===== src/rtl/btn_pkg.sv =====
// Shared definitions for the push-button front end: button bit positions,
// the auto-repeat state encoding and a small constant helper for sizing.
package btn_pkg;

    // Bit positions of the five board buttons inside every NBTN-wide bus
    localparam int BTN_L = 0;
    localparam int BTN_R = 1;
    localparam int BTN_U = 2;
    localparam int BTN_D = 3;
    localparam int BTN_C = 4;

    // Auto-repeat sequencer states
    typedef enum logic [1:0] {
        R_IDLE   = 2'd0,
        R_DELAY  = 2'd1,
        R_REPEAT = 2'd2
    } rpt_state_t;

    // Larger of two integers, used to size the shared repeat timer
    function automatic int max_int(input int a, input int b);
        return (a > b) ? a : b;
    endfunction

    // Counter width able to hold 0..n-1, never narrower than one bit
    function automatic int cnt_width(input int n);
        return (n > 1) ? $clog2(n) : 1;
    endfunction

endpackage


===== src/rtl/btn_channel.sv =====
// One push-button: two-flop synchroniser, stability-count debouncer,
// registered press/release pulses and a press/auto-repeat pulse sequencer.
module btn_channel
    import btn_pkg::*;
#(
    parameter int DB_CYCLES  = 400_000,
    parameter int RPT_DELAY  = 20_000_000,
    parameter int RPT_PERIOD = 4_000_000
) (
    input  logic clk,
    input  logic rst,
    input  logic raw,
    output logic level,
    output logic dn,
    output logic up,
    output logic rpt
);

    localparam int DB_W  = cnt_width(DB_CYCLES);
    localparam int RPT_W = cnt_width(max_int(RPT_DELAY, RPT_PERIOD));

    localparam logic [DB_W-1:0]  DB_LAST     = DB_W'(DB_CYCLES - 1);
    localparam logic [RPT_W-1:0] DELAY_LAST  = RPT_W'(RPT_DELAY - 1);
    localparam logic [RPT_W-1:0] PERIOD_LAST = RPT_W'(RPT_PERIOD - 1);

    logic             sync_a;
    logic             sync_b;
    logic             stable;
    logic [DB_W-1:0]  db_cnt;
    logic [RPT_W-1:0] timer;
    rpt_state_t       state;

    logic differs;
    logic accept;
    logic press;
    logic release_ev;

    // A level change is accepted on the cycle its count reaches the last value
    assign differs    = (sync_b != stable);
    assign accept     = differs && (db_cnt == DB_LAST);
    assign press      = accept && sync_b;
    assign release_ev = accept && !sync_b;
    assign level      = stable;

    // Bring the asynchronous raw level into the clock domain
    always_ff @(posedge clk) begin
        if (!rst) begin
            sync_a <= 1'b0;
            sync_b <= 1'b0;
        end else begin
            sync_a <= raw;
            sync_b <= sync_a;
        end
    end

    // Accept a new level only after it has differed for DB_CYCLES cycles in a row
    always_ff @(posedge clk) begin
        if (!rst) begin
            stable <= 1'b0;
            db_cnt <= '0;
            dn     <= 1'b0;
            up     <= 1'b0;
        end else begin
            dn <= press;
            up <= release_ev;
            if (!differs) begin
                db_cnt <= '0;
            end else if (accept) begin
                stable <= sync_b;
                db_cnt <= '0;
            end else begin
                db_cnt <= db_cnt + DB_W'(1);
            end
        end
    end

    // Pulse on press, again after the initial delay, then once per period while held
    always_ff @(posedge clk) begin
        if (!rst) begin
            state <= R_IDLE;
            timer <= '0;
            rpt   <= 1'b0;
        end else begin
            rpt <= 1'b0;
            if (release_ev) begin
                state <= R_IDLE;
                timer <= '0;
            end else begin
                case (state)
                    R_IDLE: begin
                        timer <= '0;
                        if (press) begin
                            rpt   <= 1'b1;
                            state <= R_DELAY;
                        end
                    end
                    R_DELAY: begin
                        if (timer == DELAY_LAST) begin
                            rpt   <= 1'b1;
                            timer <= '0;
                            state <= R_REPEAT;
                        end else begin
                            timer <= timer + RPT_W'(1);
                        end
                    end
                    R_REPEAT: begin
                        if (timer == PERIOD_LAST) begin
                            rpt   <= 1'b1;
                            timer <= '0;
                        end else begin
                            timer <= timer + RPT_W'(1);
                        end
                    end
                    default: begin
                        state <= R_IDLE;
                        timer <= '0;
                    end
                endcase
            end
        end
    end

endmodule


===== src/rtl/button_conditioner.sv =====
// Board push-button front end: one independent conditioning channel per
// button, outputs gathered into NBTN-wide buses for the control core.
module button_conditioner
    import btn_pkg::*;
#(
    parameter int NBTN       = 5,
    parameter int DB_CYCLES  = 400_000,
    parameter int RPT_DELAY  = 20_000_000,
    parameter int RPT_PERIOD = 4_000_000
) (
    input  logic            clk,
    input  logic            rst,
    input  logic [NBTN-1:0] btn_raw,
    output logic [NBTN-1:0] btn,
    output logic [NBTN-1:0] btn_dn,
    output logic [NBTN-1:0] btn_up,
    output logic [NBTN-1:0] btn_rpt
);

    // Buttons never interact, so each bit gets its own complete channel
    for (genvar i = 0; i < NBTN; i++) begin : g_chan
        btn_channel #(
            .DB_CYCLES (DB_CYCLES),
            .RPT_DELAY (RPT_DELAY),
            .RPT_PERIOD(RPT_PERIOD)
        ) u_chan (
            .clk  (clk),
            .rst  (rst),
            .raw  (btn_raw[i]),
            .level(btn[i]),
            .dn   (btn_dn[i]),
            .up   (btn_up[i]),
            .rpt  (btn_rpt[i])
        );
    end

endmodule


===== config.mk =====
export PLATFORM = sky130hd
export DESIGN_NAME = button_conditioner
export DESIGN_NICKNAME = d
export VERILOG_FILES = /design/src/rtl/btn_pkg.sv /design/src/rtl/btn_channel.sv /design/src/rtl/button_conditioner.sv
export SDC_FILE = /design/constraint.sdc
export NUM_CORES = 1
export LEC_CHECK = 0
export CORE_MARGIN = 2
export CORE_UTILIZATION = 45
export CTS_BUF_LIST = sky130_fd_sc_hd__clkbuf_4
export DETAILED_ROUTE_END_ITERATION = 12
export SLEW_MARGIN = 5
export SYNTH_ARGS = -nofsm -noshare
export SYNTH_HDL_FRONTEND = slang
export SYNTH_SLANG_ARGS = --single-unit
export TNS_END_PERCENT = 30

===== constraint.sdc =====
create_clock -name clk -period 2.9 [get_ports clk]
set_input_delay 0.29 -clock clk [delete_from_list [all_inputs] [get_ports clk]]
set_output_delay 0.29 -clock clk [all_outputs]
set_load 0.005 [all_outputs]

### Yosys cells after proc, flatten, opt, wreduce, memory -nomap -nowiden

Index checks and enable logic that the tools add are counted.

* output and inout port bits: 20
* bits in registers: 260
* word-level logic and storage cells: 201

* add/subtract/negate cells: 10
* reduce and logical (&&, ||, !) cells: 45
* mux-type cells: 50
* bitwise gates (word level): 11
* equality and inequality tests: 40

Operators with widths (number)
* 25-bit 2-to-1 mux: 10
* 25-bit one-hot mux with 2 select lines: 5
* 25-bit by 1-bit adder with 25-bit output (second input constant): 5
* 25-bit by 22-bit == test with 1-bit output (second input constant): 5
* 25-bit == test (second input constant): 5
* 19-bit by 1-bit adder with 19-bit output (second input constant): 5
* 19-bit == test (second input constant): 5
* 2-bit one-hot mux with 3 select lines: 5
* 2-bit 2-to-1 mux: 10
* 2-bit by 1-bit inequality test with 1-bit output (second input constant): 10
* 1-bit logical AND: 15
* 1-bit 2-to-1 mux: 15
* 1-bit one-hot mux with 3 select lines: 5
* 3-bit AND reduction: 5
* 3-bit OR reduction: 5
* 1-bit NOT: 11
* 2-bit by 1-bit == test with 1-bit output (second input constant): 5
* 2-bit == test (second input constant): 5
* 2-bit zero test: 5
* 2-bit AND reduction: 5
* 2-bit OR reduction: 5
* 1-bit zero test: 5
* 1-bit inequality test: 5

### Longest topological paths before layout

Gate-level depths: netlist of run 1.

* depth after elaboration: 5
* mapped depth: 8

### Modules after synthesis

Synthesis of run 1 repeated with hierarchy kept, for this count alone.

* cell total of the unflattened synthesis: 1323
* area, all modules: 11903.9 µm²

By module, submodules not included
* btn_channel at g_chan[0].u_chan ...: cells an instance 265, area an instance 2359.8 µm², seq. area each 1041.0 µm², times used 4
* btn_channel at g_chan[4].u_chan: cells an instance 263, area an instance 2464.9 µm², seq. area each 1041.0 µm², times used 1

### Worst setup path after synthesis of run 1

No wires, ideal clock.

* path type: register -> register
* start point: register g_chan[3].u_chan.db_cnt[0]
* end point: register g_chan[3].u_chan.timer[16]
* setup time: 0.115 ns
* arrival time: 2.052 ns
* cell stages (with the launch flop): 9
* period minus slack after synthesis: 2.166 ns
* setup slack: 0.734 ns
* cell sequence: dfxtp_1 -> ha_1 -> and4_1 -> buf_2 -> nand2_1 -> o41ai_1 -> a211o_2 -> buf_4 -> nor2_1

* longest elaborated chain between the ends: 4

RTL lines
* start: declaration: RTL line btn_channel.sv:29 `logic [DB_W-1:0] db_cnt;`
* start signal: assignment: RTL line btn_channel.sv:72 `db_cnt <= db_cnt + DB_W'(1);`
* 19-bit == test: RTL line btn_channel.sv:40 `assign accept = differs && (db_cnt == DB_LAST);`
* 1-bit logical AND: RTL line btn_channel.sv:40
* 1-bit logical AND: RTL line btn_channel.sv:42 `assign release_ev = accept && !sync_b;`
* 2-bit OR reduction (no line)
* end signal: assignment: RTL line btn_channel.sv:103 `timer <= timer + RPT_W'(1);`
* end signal: assignment: RTL line btn_channel.sv:111 `timer <= timer + RPT_W'(1);`
* end: declaration: RTL line btn_channel.sv:30 `logic [RPT_W-1:0] timer;`

No other way between the ends.
A chain may end at the register's enable or synchronous reset.

### Worst setup path in the final report of run 1

* start point: register g_chan[0].u_chan.timer[19]
* end point: register g_chan[0].u_chan.timer[22]

* longest elaborated chain between the ends: 3

RTL lines
* start: declaration: RTL line btn_channel.sv:30
* start signal: assignment: RTL line btn_channel.sv:103
* start signal: assignment: RTL line btn_channel.sv:111
* 25-bit by 1-bit adder with 25-bit output (tied with other cells): RTL line btn_channel.sv:103, btn_channel.sv:111
* 25-bit 2-to-1 mux, on equally long branches: RTL line btn_channel.sv:107, btn_channel.sv:98
* 25-bit one-hot mux with 2 select lines (*): RTL line btn_channel.sv:89 `case (state)`

Every way passes the cells marked *; elsewhere a longest branch is shown, timed or not.

==> results of run 1 <==
-- cell families after synthesis --
kind of cell,count (synthesis)
fa+ha+maj,30
flops,260
buf+inv,106
xor+xnor,203
compound gates,59
simple gates,698
mux,3
-- worst paths after layout --
check	slack (ns)	end	startpoint	cells past startpoint
max	0.42	g_chan[0].u_chan.timer[22]	g_chan[0].u_chan.timer[19]	5
max reg2reg	0.42	g_chan[0].u_chan.timer[22]	g_chan[0].u_chan.timer[19]	5
min	0.21	g_chan[2].u_chan.sync_a	btn_raw[2]	2
min reg2reg	0.43	g_chan[1].u_chan.sync_b	g_chan[1].u_chan.sync_a	1
-- cells in the final DEF, fill, tap and decap left out, types with 6 or more instances in the layout --
| cell type | instances |
|---|---|
| inv_1 | 54 |
| o21ai_0 | 6 |
| a21oi_1 | 7 |
| clkinv_1 | 11 |
| nor3b_1 | 6 |
| nand3_1 | 94 |
| o31a_1 | 6 |
| and2_1 | 12 |
| clkbuf_4 | 109 |
| xnor2_1 | 93 |
| nor4_1 | 33 |
| nor4b_1 | 8 |
| ha_1 | 30 |
| or3_1 | 8 |
| buf_4 | 13 |
| nor3_1 | 36 |
| nor4bb_1 | 7 |
| nand4_1 | 53 |
| nand2_1 | 88 |
| nor2_1 | 259 |
| or4_1 | 8 |
| xor2_1 | 110 |
| clkdlybuf4s50_1 | 26 |
| and4_1 | 15 |
| and3_1 | 30 |
| nor2_2 | 10 |
| dfxtp_1 | 260 |
-- synthesized netlist by cell type (3+ instances only) --
library cell / count / share of area
xor2_1: 110 / 0.081
or3_1: 8 / 0.0042
nor4b_1: 8 / 0.0059
a31oi_1: 4 / 0.0021
nand3b_1: 5 / 0.0032
a41oi_1: 3 / 0.0022
a21oi_1: 7 / 0.0030
clkbuf_1: 19 / 0.0060
inv_1: 54 / 0.017
mux2i_1: 3 / 0.0025
dfxtp_1: 260 / 0.44
o211ai_1: 3 / 0.0019
or2_2: 3 / 0.0016
nor4bb_1: 7 / 0.0059
nand4_1: 53 / 0.028
nand4b_1: 5 / 0.0037
ha_1: 30 / 0.032
nor4_1: 33 / 0.017
xnor2_1: 93 / 0.069
nor2_1: 259 / 0.082
nor2_2: 10 / 0.0053
nor2b_1: 4 / 0.0021
and3_1: 30 / 0.016
nor3b_1: 6 / 0.0038
a211o_1: 3 / 0.0022
o21ai_0: 6 / 0.0025
and4b_1: 3 / 0.0025
and4_1: 15 / 0.011
nand2_1: 88 / 0.028
and2_1: 12 / 0.0063
buf_2: 9 / 0.0038
o31a_1: 6 / 0.0044
nand3_1: 94 / 0.040
or4_1: 8 / 0.0051
nor3_1: 36 / 0.015
o22ai_1: 3 / 0.0016
buf_4: 22 / 0.014
-- area by class of cell --
cell class,instances,area [sq um],area share
Antenna cell,1,2.502,0.0001882
Multi-Input combinational cell,993,6148,0.4624
Clock inverter,17,121.4,0.009128
Timing Repair Buffer,40,377.9,0.02842
Tap cell,335,419.2,0.03153
Sequential cell,260,5205,0.3915
Inverter,54,202.7,0.01525
Clock buffer,109,818.3,0.06155
-- metal layers --
layer / routed length, microns / track usage
met5: 0 / 0
met4: 441 / 0.06747
met3: 916 / 0.04051
met2: 9790 / 0.2522
met1: 10890 / 0.2076
-- through the flow --
stage | power, mW | utilization
after floorplan | 3.694 | -
after global placement | 3.720 | 0.4754
after detailed placement | 3.720 | 0.4754
after CTS | 7.183 | 0.5116
after global routing | 7.364 | 0.5117
final | 7.030 | 0.5117
-- power by group --
group	total (mW)	switching, mW	internal, mW	leakage [nW]
logic	0.0528	0.0322	0.0206	1.66
clock network	3.39	1.50	1.89	0.560
registers	3.59	0.00647	3.58	2.10
total	7.03	1.54	5.49	4.32
==> out/results.tsv, run 1 <==
stage	metric	value	unit
run_status	status	finished clean	
route	drt-vias-per-instance	5.031	
grt	grt_use_total	0.1596	
sta	final.setup.tns	0	ns
yosys	synth_edf_count	0	
yosys	synth_seq_area_share	0.4387	
power_and_ir_drop	power_density	528.7	mW/mm^2
floorplanning	die_area	0.02768	sq mm
yosys	ys_async_sr_fraction	0	
floorplanning	io_pins	27	
yosys	syn-cell-area	0.01186	sq mm
critical_path	arrival	2.97	ns
yosys	synth_top_family_by_area	simple AND/OR/NAND/NOR gates	
sta	finalCritPeriodShare	0.8551	
clock_network	clock_path_buffers	3	
run	cap_violations	0	
critical_path	critPathLaunchType	register	
yosys	synth_nets	1396	
floorplanning	rows	59	
placement	place.gp.congestion	0.8100	
critical_path	crit_fanout	25	
critical_path	critical_path.endpoint_type	register	
placement	dpl.hpwl	14580	microns
worst_hold_path	hold_path.class	primary input to register	
clock_network	root_buffer	clkbuf_4	
sta	rsz0062_at_grt	no	
final_layout	area_growth	12.07	%
route	drt-total-wl	22040	microns
grt	grt_max_degree	26	
sta	timing.fmax	0.4032	GHz
critical_path	slowest_stage	o211ai_2	
critical_path	worst-path-buf-inv	0	
grt	gr-total-overflow	0	
grt	grt_pass1_wl	38600	microns
route	dr.first_iter.drc_count	430	
route	firstDrtPassIters	5	
sta	skew	0.03992	ns
floorplanning	initial_core_util	0.4566	
clock_network	hold_buffers	0	
placement	place_area	0.01235	sq mm
sta	hold_slack	0.2089	ns
clock_network	cts_tree	done	
route	vias	9101	
final_layout	fin_area	0.01330	sq mm
clock_network	post-cts-setup-buffers	0	
sta	drv_slew	0	
yosys	synth_area_per_cell	8.730	sq um
floorplanning	die_w	166.4	microns
yosys	synth-main-ff-cell	dfxtp_1	
yosys	yosys_warnings	0	
yosys	synthAdderAreaFrac	0.03164	
critical_path	path_class	register to register	
final_layout	fillCellCount	2501	
sta	setup_violations	0	
yosys	synth_xor_xnor_area_share	0.1499	
route	drc_errors	0	
critical_path	cp_cell_sequence	or2_2 > or3_1 > o31a_1 > o211ai_2 > nor2_1	
sta	maxSlewHeadroom	0.3010	
floorplanning	core_area	0.02598	sq mm
placement	dp_slack	0.4187	ns
yosys	synth_mux_area_frac	0.002531	
placement	dpl.cell_count	1682	
yosys	ys_ff_latch	260	
final_layout	regMostFlops	g_chan.u_chan.timer	
final_layout	largest_register_ffs	125	
route	wl_per_cell	12.18	microns
yosys	syn_inst	1359	
sta	period_needed	2.480	ns
power_and_ir_drop	peakVddDrop	0.0003140	V
sta	final-hold-violation-count	0	
grt	grt_pass1_vias	8673	
power_and_ir_drop	p_leak	4.319	nW
sta	setup_slack	0.4201	ns
floorplanning	die_y	166.4	microns
placement	io_buffers	26	
grt	antenna_found_initial	1	
clock_network	cts_resized	0	
final_layout	drive_gt1_frac	0.1018	
clock_network	clock_sinks	260	
sta	worst_pin_slew	1.045	ns
clock_network	cts.reportedPaths.clkPinSlew	0.07	ns
critical_path	required	3.39	ns
yosys	synth_compound_area_frac	0.03923	
final_layout	top_regs	g_chan.u_chan.timer x125, g_chan.u_chan.db_cnt x95, g_chan.u_chan.state x10	
clock_network	clk_latency	0.67	ns
yosys	yosysUniqueCellTypes	65	
critical_path	path_delay_family	compound AO/OA/AOI/OAI gates	
clock_network	cts_max_level	3	
route	drtAntennaViolNets	0	
final_layout	stdcell_count	1809	
final_layout	nets	1459	
clock_network	numCtsBuffers	73	
critical_path	max_stage_delay	0.83	ns
yosys	synthSimpleGateAreaFrac	0.2950	
Power figures use the tool's default switching activity.
==> inputs of run 2 (changes only) <==
--- a/config.mk
+++ b/config.mk
@@ -9,7 +9,6 @@
 export CORE_UTILIZATION = 45
 export CTS_BUF_LIST = sky130_fd_sc_hd__clkbuf_4
 export DETAILED_ROUTE_END_ITERATION = 12
-export SLEW_MARGIN = 5
 export SYNTH_ARGS = -nofsm -noshare
 export SYNTH_HDL_FRONTEND = slang
 export SYNTH_SLANG_ARGS = --single-unit
==> results of run 2 <==
No change in the layout: final DEF, timing and power equal those of run 1.
==> inputs of run 3 (changes only) <==
--- a/config.mk
+++ b/config.mk
@@ -11,5 +11,6 @@
 export DETAILED_ROUTE_END_ITERATION = 12
 export SYNTH_ARGS = -nofsm -noshare
 export SYNTH_HDL_FRONTEND = slang
+export SYNTH_HIERARCHICAL = 1
 export SYNTH_SLANG_ARGS = --single-unit
 export TNS_END_PERCENT = 30
==> out/results.tsv, run 3 <==
stage	metric	value	unit
power_and_ir_drop	p_leak	4.440	nW
grt	grt_max_degree	30	
grt	gr-total-overflow	0	
yosys	synth_edf_count	0	
floorplanning	rows	59	
route	dr.first_iter.drc_count	353	
power_and_ir_drop	peakVddDrop	0.0002868	V
critical_path	critical_path.endpoint_type	register	
power_and_ir_drop	seq_power_share	0.519	
critical_path	required	3.41	ns
final_layout	fin_area	0.01342	sq mm
route	drt-total-wl	21380	microns
floorplanning	io_pins	27	
route	wl_per_cell	11.93	microns
clock_network	root_buffer	clkbuf_4	
floorplanning	initial_core_util	0.4581	
worst_hold_path	hold_depth	2	
clock_network	cts_tree	done	
sta	period_needed	2.262	ns
yosys	yosysTopAreaCellShare	0.4373	
final_layout	fillCellCount	2529	
final_layout	largest_register_ffs	125	
placement	place_area	0.01249	sq mm
yosys	synthMostInstantiatedCell	dfxtp_1	
sta	skew	0.03941	ns
route	drc_errors	0	
power_and_ir_drop	comb_power_share	0.008	
yosys	yosysUniqueCellTypes	59	
clock_network	clock_path_buffers	3	
route	firstDrtPassIters	4	
yosys	synth_area_per_cell	8.998	sq um
sta	setup_violations	0	
yosys	ys_top_cells_by_area	dfxtp_1, xor2_1, nor2_1	
yosys	ys_ff_latch	260	
power_and_ir_drop	intPower	5.388	mW
critical_path	arrival	2.77	ns
grt	antenna_found_initial	1	
route	drtAntennaViolNets	0	
sta	timing.fmax	0.4421	GHz
run	cap_violations	0	
grt	grt_use_total	0.1559	
placement	dpl.hpwl	14000	microns
power_and_ir_drop	p_sw	1.523	mW
clock_network	hold_buffers	0	
grt	grt_pass1_vias	8471	
final_layout	regMostFlops	g_chan.u_chan/timer	
yosys	synth-main-ff-cell	dfxtp_1	
sta	drv_slew	0	
floorplanning	core_area	0.02598	sq mm
final_layout	mostFrequentLayoutCell	dfxtp_1	
sta	finalCritPeriodShare	0.7800	
sta	rsz0062_at_grt	no	
final_layout	drive_gt1_frac	0.1442	
power_and_ir_drop	swShare	0.2204	
sta	final-hold-violation-count	0	
sta	maxSlewHeadroom	0.4933	
clock_network	cts_resized	0	
power_and_ir_drop	clockPowerShare	0.474	
critical_path	reg2reg_depth	5	
yosys	syn_inst	1323	
yosys	synth_seq_area_share	0.4373	
route	vias	8896	
yosys	synth_top_cell_by_area	dfxtp_1	
floorplanning	die_y	166.6	microns
yosys	yosys_warnings	6	
worst_hold_path	hold_path.class	primary input to register	
critical_path	rr_startpoint	g_chan[3].u_chan/timer[8]	
sta	final.setup.tns	0	ns
clock_network	cts_max_level	3	
run_status	status	finished clean	
placement	io_buffers	26	
route	drt-vias-per-instance	4.964	
worst_hold_path	hp-start	btn_raw[3]	
power_and_ir_drop	power_density	514.8	mW/mm^2
yosys	syn-cell-area	0.01190	sq mm
critical_path	path_class	register to register	
final_layout	final_cell_mix	dfxtp_1, nor2_1, xor2_1, clkbuf_4	
clock_network	cts.reportedPaths.clkPinSlew	0.06	ns
critical_path	crit_fanout	25	
critical_path	regToRegSetupSlack	0.64	ns
clock_network	numCtsBuffers	74	
clock_network	post-cts-setup-buffers	0	
yosys	synth_nets	1360	
sta	worst_pin_slew	0.7537	ns
placement	place.gp.congestion	0.7446	
floorplanning	die_w	166.6	microns
yosys	ys_async_sr_fraction	0	
critical_path	rr_endpoint	g_chan[3].u_chan/timer[16]	
clock_network	clock_sinks	260	
clock_network	clk_latency	0.66	ns
grt	grt_pass1_wl	37830	microns
floorplanning	die_area	0.02777	sq mm
final_layout	top_regs	g_chan.u_chan/timer x125, g_chan.u_chan/db_cnt x95, g_chan.u_chan/state x10	
final_layout	nets	1437	
final_layout	final_util	0.5166	
yosys	synthTopCellsByCount	dfxtp_1, nor2_1, xor2_1, nand3_1, xnor2_1	
worst_hold_path	holdPathEnd	g_chan[3].u_chan/sync_a	
critical_path	critPathLaunchType	register	
final_layout	area_growth	12.77	%
run 3: cell count changes in the layout (fill, tap and decap cells not counted), moves of 8 or more:
cell / change
xnor2_1: -17
nor2_1: -15
nor4_1: -25
or4_1: -8
nand2_1: -16
nand3_1: -18
inv_1: +13
nor2_2: +10
xor2_1: +18
run 3: logic make-up (layout without fill, tap and decap cells):
family,count (synthesis),in the layout,share of synthesized area
mux,4,4,0.005045
xor+xnor,204,204,0.1501
buf+inv,101,234,0.03553
compound gates,57,57,0.04583
simple gates,667,667,0.2947
flops,260,260,0.4373
other cells,0,1,0
fa+ha+maj,30,30,0.03153
run 3: worst max-delay path by stage:
stage / from / to / depth (start not counted)
after detailed placement: g_chan[2].u_chan/timer[8] / g_chan[2].u_chan/timer[19] / 5
after floorplan: g_chan[0].u_chan/timer[8] / g_chan[0].u_chan/state[1] / 5
final: g_chan[3].u_chan/timer[8] / g_chan[3].u_chan/timer[16] / 5
after global routing: g_chan[3].u_chan/timer[0] / g_chan[3].u_chan/timer[16] / 6
after global placement: g_chan[0].u_chan/timer[8] / g_chan[0].u_chan/state[1] / 5
after CTS: g_chan[2].u_chan/timer[8] / g_chan[2].u_chan/timer[2] / 5
run 3: worst max-delay path, stage by stage (launching register included):
cell,delay [ns]
dfxtp_1,0.34
or4_4,0.54
or2_1,0.27
o41ai_1,0.41
a211o_2,0.49
nor2_1,0.09
run 3: final cells by class:
cell class                      instances  area [sq um]  share of cell area
Clock inverter                         18         73.82            0.005499
Antenna cell                            1         2.502           0.0001864
Multi-Input combinational cell        962          6276              0.4675
Timing Repair Buffer                   35         340.3             0.02535
Inverter                               67         251.5             0.01873
Tap cell                              335         419.2             0.03122
Clock buffer                          114         855.8             0.06375
Sequential cell                       260          5205              0.3877
run 3: power groups by stage:
| stage | clock [mW] | combinational [mW] | sequential (mW) |
|---|---|---|---|
| 2_1_floorplan | 0 | 0.0268 | 3.66 |
| 3_3_place_gp | 0 | 0.0530 | 3.67 |
| 3_5_place_dp | 0 | 0.0530 | 3.67 |
| 4_1_cts | 3.43 | 0.0532 | 3.59 |
| 5_1_grt | 3.63 | 0.0584 | 3.58 |
| 6_report | 3.27 | 0.0521 | 3.59 |
run 3: routing by layer:
layer | up-vias | wire length [microns] | track usage
li1 | 4679 | - | -
met1 | 4066 | 10720 | 0.2059
met5 | - | 0 | 0
met2 | 113 | 9425 | 0.2434
met3 | 38 | 761 | 0.04183
met4 | 0 | 482 | 0.06147
run 3: stage by stage:
stage                     total power, mW  worst slack [ns]  instances  hold slack, ns
after floorplan                     3.690            0.7905       1323          0.4117
after detailed placement            3.718            0.6358       1659          0.4201
after global routing                7.274            0.4021       1792          0.1470
final                               6.911            0.6381       1792          0.2112
after CTS                           7.073            0.5985       1791          0.1450
after global placement              3.718            0.7203       1659          0.4143
